File: config.mk
export PLATFORM = sky130hd
export DESIGN_NAME = fpga_to_host_mem
export DESIGN_NICKNAME = d
export VERILOG_FILES = /design/src/rtl/fpga_to_host_mem.sv
export SDC_FILE = /design/constraint.sdc
export NUM_CORES = 2
export LEC_CHECK = 0
export BUFFER_PORTS_ARGS = -buffer_cell sky130_fd_sc_hd__buf_2
export CAP_MARGIN = 20
export CORE_AREA = 2 2 376 378
export CTS_CLUSTER_DIAMETER = 30
export DETAILED_ROUTE_END_ITERATION = 10
export DIE_AREA = 0 0 378 380
export PLACE_DENSITY = 0.76
export SLEW_MARGIN = 30
export SYNTH_ARGS = -nofsm -noshare
export SYNTH_HDL_FRONTEND = slang
export SYNTH_SLANG_ARGS = --single-unit
File: constraint.sdc
create_clock -name clk -period 2.5 [get_ports clk]
set_clock_uncertainty 0.2 [all_clocks]
set_input_delay 0.5 -clock clk [delete_from_list [all_inputs] [get_ports clk]]
set_output_delay 0.5 -clock clk [all_outputs]
set_load 0.03 [all_outputs]
File: src/rtl/fpga_to_host_mem.sv
// rtl/fpga_to_host_mem.sv - Manta bus core exposing a user-written memory and write counter to the host
module fpga_to_host_mem #(
  parameter logic [15:0] BASE_ADDR       = 16'h0000,
  parameter int          DEPTH           = 256,
  parameter int          WIDTH           = 8,
  parameter int          USER_ADDR_WIDTH = $clog2(DEPTH)
) (
  input  logic                       clk,
  input  logic                       rst_n,
  input  logic [15:0]                addr_i,
  input  logic [15:0]                data_i,
  input  logic                       rw_i,
  input  logic                       valid_i,
  output logic [15:0]                addr_o,
  output logic [15:0]                data_o,
  output logic                       rw_o,
  output logic                       valid_o,
  input  logic [USER_ADDR_WIDTH-1:0] user_addr,
  input  logic [WIDTH-1:0]           user_data_in,
  input  logic                       user_we
);

  logic [15:0]                rel_addr;
  logic [USER_ADDR_WIDTH-1:0] rd_idx;
  logic                       is_mem;
  logic                       is_cnt;
  logic                       cnt_clear;

  logic [WIDTH-1:0]           mem [DEPTH];
  logic [WIDTH-1:0]           rd_s1;

  logic [15:0]                addr_s1;
  logic [15:0]                data_s1;
  logic                       rw_s1;
  logic                       valid_s1;
  logic                       mem_rd_s1;
  logic                       cnt_rd_s1;
  logic [15:0]                cnt_s1;

  logic [15:0]                write_count;
  logic [15:0]                data_next;

  // Address decode relative to the core base; addresses below the base wrap high and fall out as foreign.
  always_comb begin
    rel_addr  = addr_i - BASE_ADDR;
    rd_idx    = rel_addr[USER_ADDR_WIDTH-1:0];
    is_mem    = ({1'b0, rel_addr} < 17'(DEPTH));
    is_cnt    = ({1'b0, rel_addr} == 17'(DEPTH));
    cnt_clear = valid_i && rw_i && is_cnt;
  end

  // User write port and synchronous bus read; non-blocking semantics give read-first on a collision.
  always_ff @(posedge clk) begin
    if (user_we) begin
      mem[user_addr] <= user_data_in;
    end
    rd_s1 <= mem[rd_idx];
  end

  // Stage 1: capture the transaction, decode result and the pre-clear counter value.
  always_ff @(posedge clk or negedge rst_n) begin
    if (!rst_n) begin
      addr_s1   <= '0;
      data_s1   <= '0;
      rw_s1     <= 1'b0;
      valid_s1  <= 1'b0;
      mem_rd_s1 <= 1'b0;
      cnt_rd_s1 <= 1'b0;
      cnt_s1    <= '0;
    end else begin
      addr_s1   <= addr_i;
      data_s1   <= data_i;
      rw_s1     <= rw_i;
      valid_s1  <= valid_i;
      mem_rd_s1 <= valid_i && !rw_i && is_mem;
      cnt_rd_s1 <= valid_i && !rw_i && is_cnt;
      cnt_s1    <= write_count;
    end
  end

  // Saturating user-write counter; a bus clear wins but still counts a coincident user write.
  always_ff @(posedge clk or negedge rst_n) begin
    if (!rst_n) begin
      write_count <= '0;
    end else if (cnt_clear) begin
      write_count <= user_we ? 16'd1 : 16'd0;
    end else if (user_we && (write_count != 16'hFFFF)) begin
      write_count <= write_count + 16'd1;
    end
  end

  // Select the read data for our reads, otherwise pass the upstream data through.
  always_comb begin
    data_next = data_s1;
    if (mem_rd_s1) begin
      data_next = 16'(rd_s1);
    end else if (cnt_rd_s1) begin
      data_next = cnt_s1;
    end
  end

  // Stage 2: output register toward the downstream core.
  always_ff @(posedge clk or negedge rst_n) begin
    if (!rst_n) begin
      addr_o  <= '0;
      data_o  <= '0;
      rw_o    <= 1'b0;
      valid_o <= 1'b0;
    end else begin
      addr_o  <= addr_s1;
      data_o  <= data_next;
      rw_o    <= rw_s1;
      valid_o <= valid_s1;
    end
  end

endmodule
* After elaboration in Yosys (flattened, before gate mapping) *
Memories as Yosys holds them, arrays and structs flattened. A register that Yosys moved wholly into a read port is not among the register bits.
Cells that the tools add are included.
Widths: inputs -> output; s select.

cells by class
  bitwise operators = 0
  shift operators = 0
  multiply operators = 0
  divide/modulo/power cells = 0
  add/sub/neg operators = 1
  magnitude comparators = 1
  reductions and logical operators = 8
  equality and inequality tests = 2
  mux-type cells = 7

operators with widths
  cell                   count
  $mux 16                4
  $add 16x1->16 const B  1
  $eq 16x9->1 const B    1
  $lt 16x9->1 const B    1
  $ne 16x16->1 const B   1
  $logic_and 1x1->1      6
  $mux 1                 3
  $reduce_bool 2->1      1
  $logic_not 1->1        1

storage, ports and cells
  input port bits = 53
  memories = 1
  bits in registers = 102
  RAM bits = 2048
  memory bits (read-only) = 0
  bits in latches = 0

memories
  memory  depth  bits a word  read ports  clocked after Yosys merged registers in  wr ports  RTL line  text
  mem     256    8            1           1                                        1         29        logic [WIDTH-1:0] mem [DEPTH];

* Longest topological paths before layout *
  depth in word-level cells = 4
  mapped depth = 14
  gate-level depth less buffers = 7

* Worst setup path before layout *
OpenSTA, ideal clock, no wires.

  kind = input port to flip-flop
  start = input port addr_i[0]
  end = register rd_s1[1] (read register of mem)
  path buffers = 4
  path slack = -540 ps
  arrival = 2722 ps
  setup time = 117 ps
  required time = 2183 ps
  stages on the path = 9
  cell sequence = buf_4 buf_6 buf_4 buf_2 mux4_2 mux4_2 o21ai_0 nand3_1 a32o_1

RTL lines
  element          RTL line  text
  start, declared  10        input logic [15:0] addr_i,
  end, declared    30        logic [WIDTH-1:0] rd_s1;

==> flow_metrics.tcl <==
set metrics [dict create \
    synth_xor_xnor_area_share_pct 0.0843 \
    fin_crit_sh_pct 114 \
    r2r_cells 6 \
    ys_async_sr_fraction_pct 4.73 \
    max_freq_mhz 351 \
    hpwl_after_detailed_placement_mm 144 \
    clk_pin_slew_ns 0.05 \
    grt_setup_unrepaired "true" \
    design.core.area_mm2 0.139 \
    tightestPinTransition_ns 0.783 \
    power_frac_comb_pct 5.2 \
    grt_pass1_wl_mm 368 \
    chipWidth_um 378 \
    floorplan.initialDensity_pct 59.7 \
    ys_seq_elements 2158 \
    maxCapViolations 0 \
    power.net_switching_mw 22.2 \
    synth_cell_type_count 65 \
    number_of_enable_flip_flop_cells_after_synthesis 2048 \
    final.setup.tns_ns -1.73 \
    part_of_the_power_in_registers_pct 40.5 \
    dr.pass1.iters 6 \
    path_cells "buf_2 > dlygate4sd3_1 > buf_4 > buf_4 > nand4_1 > o2111a_2 > a211oi_4 > o21ai_2 > and3_1" \
    cts_buffers 383 \
    floorplan.rows 137 \
    power_switching_share_pct 22.4 \
    cts_root_buffer "sky130_fd_sc_hd__clkbuf_16" \
    layout_min_cycle_time_ns 2.85 \
    yosys.area_share.adder_pct 0.0151 \
    worst_skew_pair.late_latency_ns 0.95 \
    detail_route.vias_per_cell 7.02 \
    main_combinational_cell_family_by_area_after_synthesis "multiplexers" \
    setup.worst_path.end_class "register" \
    crit_start "addr_i[4]" \
    hold-path-endpoint "addr_s1[14]" \
    report.final.setup_viol 8 \
    area_overhead_of_the_layout_relative_to_synthesis_pct 27.8 \
    worstPathMaxFanout 14 \
    timing.final.hold_violations 0 \
    final_nets 5056 \
    final.hold.worst_slack_ns 0.0311 \
    cpPeakStageDelay_ns 0.61 \
    routed_wire_length_per_instance_um 37.4 \
    critPathMostFrequentCell "sky130_fd_sc_hd__buf_4" \
    ant_nets 0 \
    critical_path.reg2reg.endpoint "rd_s1[0]" \
    ctsHtreeMaxLevel 5 \
    critical_path_class "input pin to register" \
    vdd.ir_drop.worst_mv 0.846 \
    floorplan_die_area_mm2 0.144 \
    setup_slack_of_the_worst_register_to_register_path_ns -0.25 \
    drtIter0Drc 9324 \
    hold_path_class "input pin to register" \
    gp_routability_congestion 0.967 \
    cts_tree "yes" \
    min-delay-start "addr_i[14]" \
    synth.mux.area_fraction_pct 16.1 \
    maximum_number_of_pins_on_one_net_before_global_route_repair 97 \
    first_global_vias 50500 \
    post_synth.cell_area_avg_um2 21.2 \
    io_port_bufs 86 \
    worstPathRequired_ns 3.14 \
    timing.final.ws_setup_ns -0.350 \
    remaining_drc_errors 0 \
    area_share_of_the_largest_cell_type_after_synthesis_pct 74.0 \
    p_clk_share_pct 54.3 \
    intPower_mw 76.6 \
    outcome "complete, but fails checks" \
    die-height_um 380 \
    count_of_synthesis_stage_warnings_from_yosys 0 \
    number_of_antenna_violations_at_the_first_check_in_global_routing 14 \
    r2r-start "mem[215][0]" \
    global_route.overflow_total 0 \
    synth_compound_area_share_pct 2.32 \
    drive_gt1_share_pct 39.7 \
    sequential_cell_area_fraction_in_the_yosys_report_pct 77.3 \
    postSynth.topFlopCell "sky130_fd_sc_hd__edfxtp_1" \
    synthDominantAreaCellType "sky130_fd_sc_hd__edfxtp_1" \
    post_synth_and_or_nand_nor_area_fraction_pct 2.73 \
    fillers 6615 \
    final_core_utilization_pct 76.3 \
    synth.area.top_cells "sky130_fd_sc_hd__edfxtp_1 (74%), sky130_fd_sc_hd__mux4_2 (14%), sky130_fd_sc_hd__dfrtp_1 (3.1%), sky130_fd_sc_hd__mux2i_1 (2.2%), sky130_fd_sc_hd__nor2_1 (1.4%)" \
    critPathArrivalTime_ns 3.49 \
    max-clock-path-buffers 4 \
    static-leakage-power_nw 36.5 \
    route.vias.total 50500 \
    groute.usage.overall_pct 36.4 \
    postSynthNetCount 3978 \
    timing.max_slew.rel_slack_pct 47.8 \
    worstHoldPathCells 2 \
    number_of_clock_sinks 2158 \
    power.density_mw_per_mm2 930 \
    netlist_instances 3924 \
    violations_in_the_final_reports "negative setup slack" \
    worst_path_max_delay_cell "sky130_fd_sc_hd__dlygate4sd3_1" \
    mappedNetlistArea_mm2 0.0831 \
    io_pins 87 \
    totalWireLength_mm 269 \
    slew_violations 0 \
    startpoint_type "input pin" \
]
## worst max-delay path by stage
stage,to,slack [ns],cells after the start
after CTS,rd_s1[2],-0.24,6
final,rd_s1[5],-0.35,9
after global placement,rd_s1[0],-1.21,12
after detailed placement,rd_s1[6],-1.22,11
after global routing,rd_s1[2],-0.27,6
after floorplan,rd_s1[2],-0.33,7
## cell usage after synthesis (4+ instances only)
cell / count
sky130_fd_sc_hd__a211oi_1: 10
sky130_fd_sc_hd__a21oi_1: 64
sky130_fd_sc_hd__a221oi_1: 33
sky130_fd_sc_hd__a22o_1: 7
sky130_fd_sc_hd__a22oi_1: 23
sky130_fd_sc_hd__a311oi_1: 4
sky130_fd_sc_hd__a31oi_1: 9
sky130_fd_sc_hd__and2_1: 8
sky130_fd_sc_hd__and3_1: 4
sky130_fd_sc_hd__buf_1: 19
sky130_fd_sc_hd__buf_2: 61
sky130_fd_sc_hd__buf_4: 29
sky130_fd_sc_hd__buf_6: 22
sky130_fd_sc_hd__clkbuf_1: 98
sky130_fd_sc_hd__dfrtp_1: 102
sky130_fd_sc_hd__dfxtp_1: 8
sky130_fd_sc_hd__edfxtp_1: 2048
sky130_fd_sc_hd__inv_1: 6
sky130_fd_sc_hd__mux2_2: 5
sky130_fd_sc_hd__mux2i_1: 184
sky130_fd_sc_hd__mux4_2: 509
sky130_fd_sc_hd__nand2_1: 106
sky130_fd_sc_hd__nand2b_1: 5
sky130_fd_sc_hd__nand3_1: 35
sky130_fd_sc_hd__nand4_1: 17
sky130_fd_sc_hd__nor2_1: 307
sky130_fd_sc_hd__nor2b_1: 16
sky130_fd_sc_hd__nor3_1: 8
sky130_fd_sc_hd__nor4_1: 4
sky130_fd_sc_hd__o211ai_1: 12
sky130_fd_sc_hd__o21ai_0: 60
sky130_fd_sc_hd__o21ai_1: 6
sky130_fd_sc_hd__o221ai_1: 12
sky130_fd_sc_hd__o22ai_1: 16
sky130_fd_sc_hd__o32ai_1: 4
sky130_fd_sc_hd__or3_1: 9
sky130_fd_sc_hd__xor2_1: 5
## worst max-delay path, delay by kind of cell
kind / cells / cell delay [ns]
buffers and inverters: 4 / 1.48
AO/OA/AOI/OAI: 3 / 0.76
AND/OR/NAND/NOR: 2 / 0.72
## power groups by stage
stage / Combinational (mW) / Clock [mW] / Sequential, mW
6_report: 5.15 / 53.6 / 40.0
5_1_grt: 5.19 / 55.1 / 40.0
4_1_cts: 4.83 / 53.3 / 40.0
3_5_place_dp: 4.55 / 0 / 40.7
3_3_place_gp: 4.46 / 0 / 40.7
2_1_floorplan: 2.04 / 0 / 40.7
## through the flow
step / setup slack, ns / power (mW) / cell area, um2 / std cells
2_1_floorplan: -0.325 / 42.7 / 83400 / 3924
3_3_place_gp: -1.21 / 45.1 / 92200 / 6441
3_5_place_dp: -1.22 / 45.2 / 92200 / 6441
4_1_cts: -0.244 / 98.1 / 106000 / 7177
5_1_grt: -0.266 / 100 / 106000 / 7179
6_report: -0.350 / 98.8 / 106000 / 7192
## state kept, by name, indices dropped and copies added, names as in the netlist
register     count
addr_o          16
addr_s1         16
cnt_rd_s1        1
cnt_s1          16
data_o          16
data_s1         16
mem           2048
mem_rd_s1        1
rd_s1            8
rw_o             1
rw_s1            1
valid_o          1
valid_s1         1
write_count     16
## kinds of logic (layout without fill, tap and decap cells)
kind of cell,Yosys count,in the layout
mux,698,698
xor+xnor,8,8
fa+ha+maj,1,1
compound gates,288,288
other cells,0,14
buf+inv,239,1617
simple gates,532,532
flops,2158,2158
## layout make-up
cell class	count	area, um2	area share (%)
sequential	2158	64200	60.4
multi-input combinational	1527	18100	17.1
clock buffer	433	9990	9.41
timing repair buffer	922	8390	7.90
clock inverter	252	3080	2.90
tap	1876	2350	2.21
inverter	10	45.0	0.0424
antenna	14	35.0	0.0330
## timing repair
action / in CTS / in global routing
endpoints found under the hold margin: 409 / 0
pin swaps: 13 / 11
setup buffers: 0 / 1
endpoints found under the setup margin: 9 / 11
hold buffers: 53 / 0
gates resized for setup: 48 / 35
gates cloned: 0 / 0
## cell usage in the layout, fill, tap and decap left out, types with 8 or more instances in the layout
cell / instances
sky130_fd_sc_hd__a21oi_1: 60
sky130_fd_sc_hd__a221oi_1: 21
sky130_fd_sc_hd__a221oi_2: 11
sky130_fd_sc_hd__a22oi_1: 22
sky130_fd_sc_hd__a31oi_1: 9
sky130_fd_sc_hd__and2_1: 8
sky130_fd_sc_hd__buf_12: 114
sky130_fd_sc_hd__buf_2: 73
sky130_fd_sc_hd__buf_4: 669
sky130_fd_sc_hd__bufinv_16: 58
sky130_fd_sc_hd__clkbuf_1: 39
sky130_fd_sc_hd__clkbuf_16: 393
sky130_fd_sc_hd__clkbuf_8: 9
sky130_fd_sc_hd__clkinv_1: 36
sky130_fd_sc_hd__clkinv_2: 44
sky130_fd_sc_hd__clkinv_4: 30
sky130_fd_sc_hd__clkinvlp_4: 39
sky130_fd_sc_hd__dfrtp_1: 102
sky130_fd_sc_hd__dfxtp_1: 8
sky130_fd_sc_hd__diode_2: 14
sky130_fd_sc_hd__dlygate4sd3_1: 52
sky130_fd_sc_hd__edfxtp_1: 2048
sky130_fd_sc_hd__inv_6: 36
sky130_fd_sc_hd__mux2i_1: 182
sky130_fd_sc_hd__mux4_2: 509
sky130_fd_sc_hd__nand2_1: 101
sky130_fd_sc_hd__nand3_1: 35
sky130_fd_sc_hd__nand4_1: 17
sky130_fd_sc_hd__nor2_1: 262
sky130_fd_sc_hd__nor2_2: 45
sky130_fd_sc_hd__nor2b_1: 13
sky130_fd_sc_hd__o211ai_1: 12
sky130_fd_sc_hd__o21ai_0: 52
sky130_fd_sc_hd__o21ai_1: 8
sky130_fd_sc_hd__o221ai_1: 12
sky130_fd_sc_hd__o22ai_1: 16
## routing by layer
metal / routed length, um / vias up / GRT usage (%) / part of all wire [%]
met5: 304 / - / 0.168 / 0.11
met4: 20500 / 24 / 21.7 / 7.6
met3: 38800 / 1334 / 11.9 / 14
met2: 125000 / 5239 / 55.3 / 47
met1: 84000 / 25323 / 46.2 / 31
li1: - / 18580 / - / -
(Power assumes the default switching activity.)
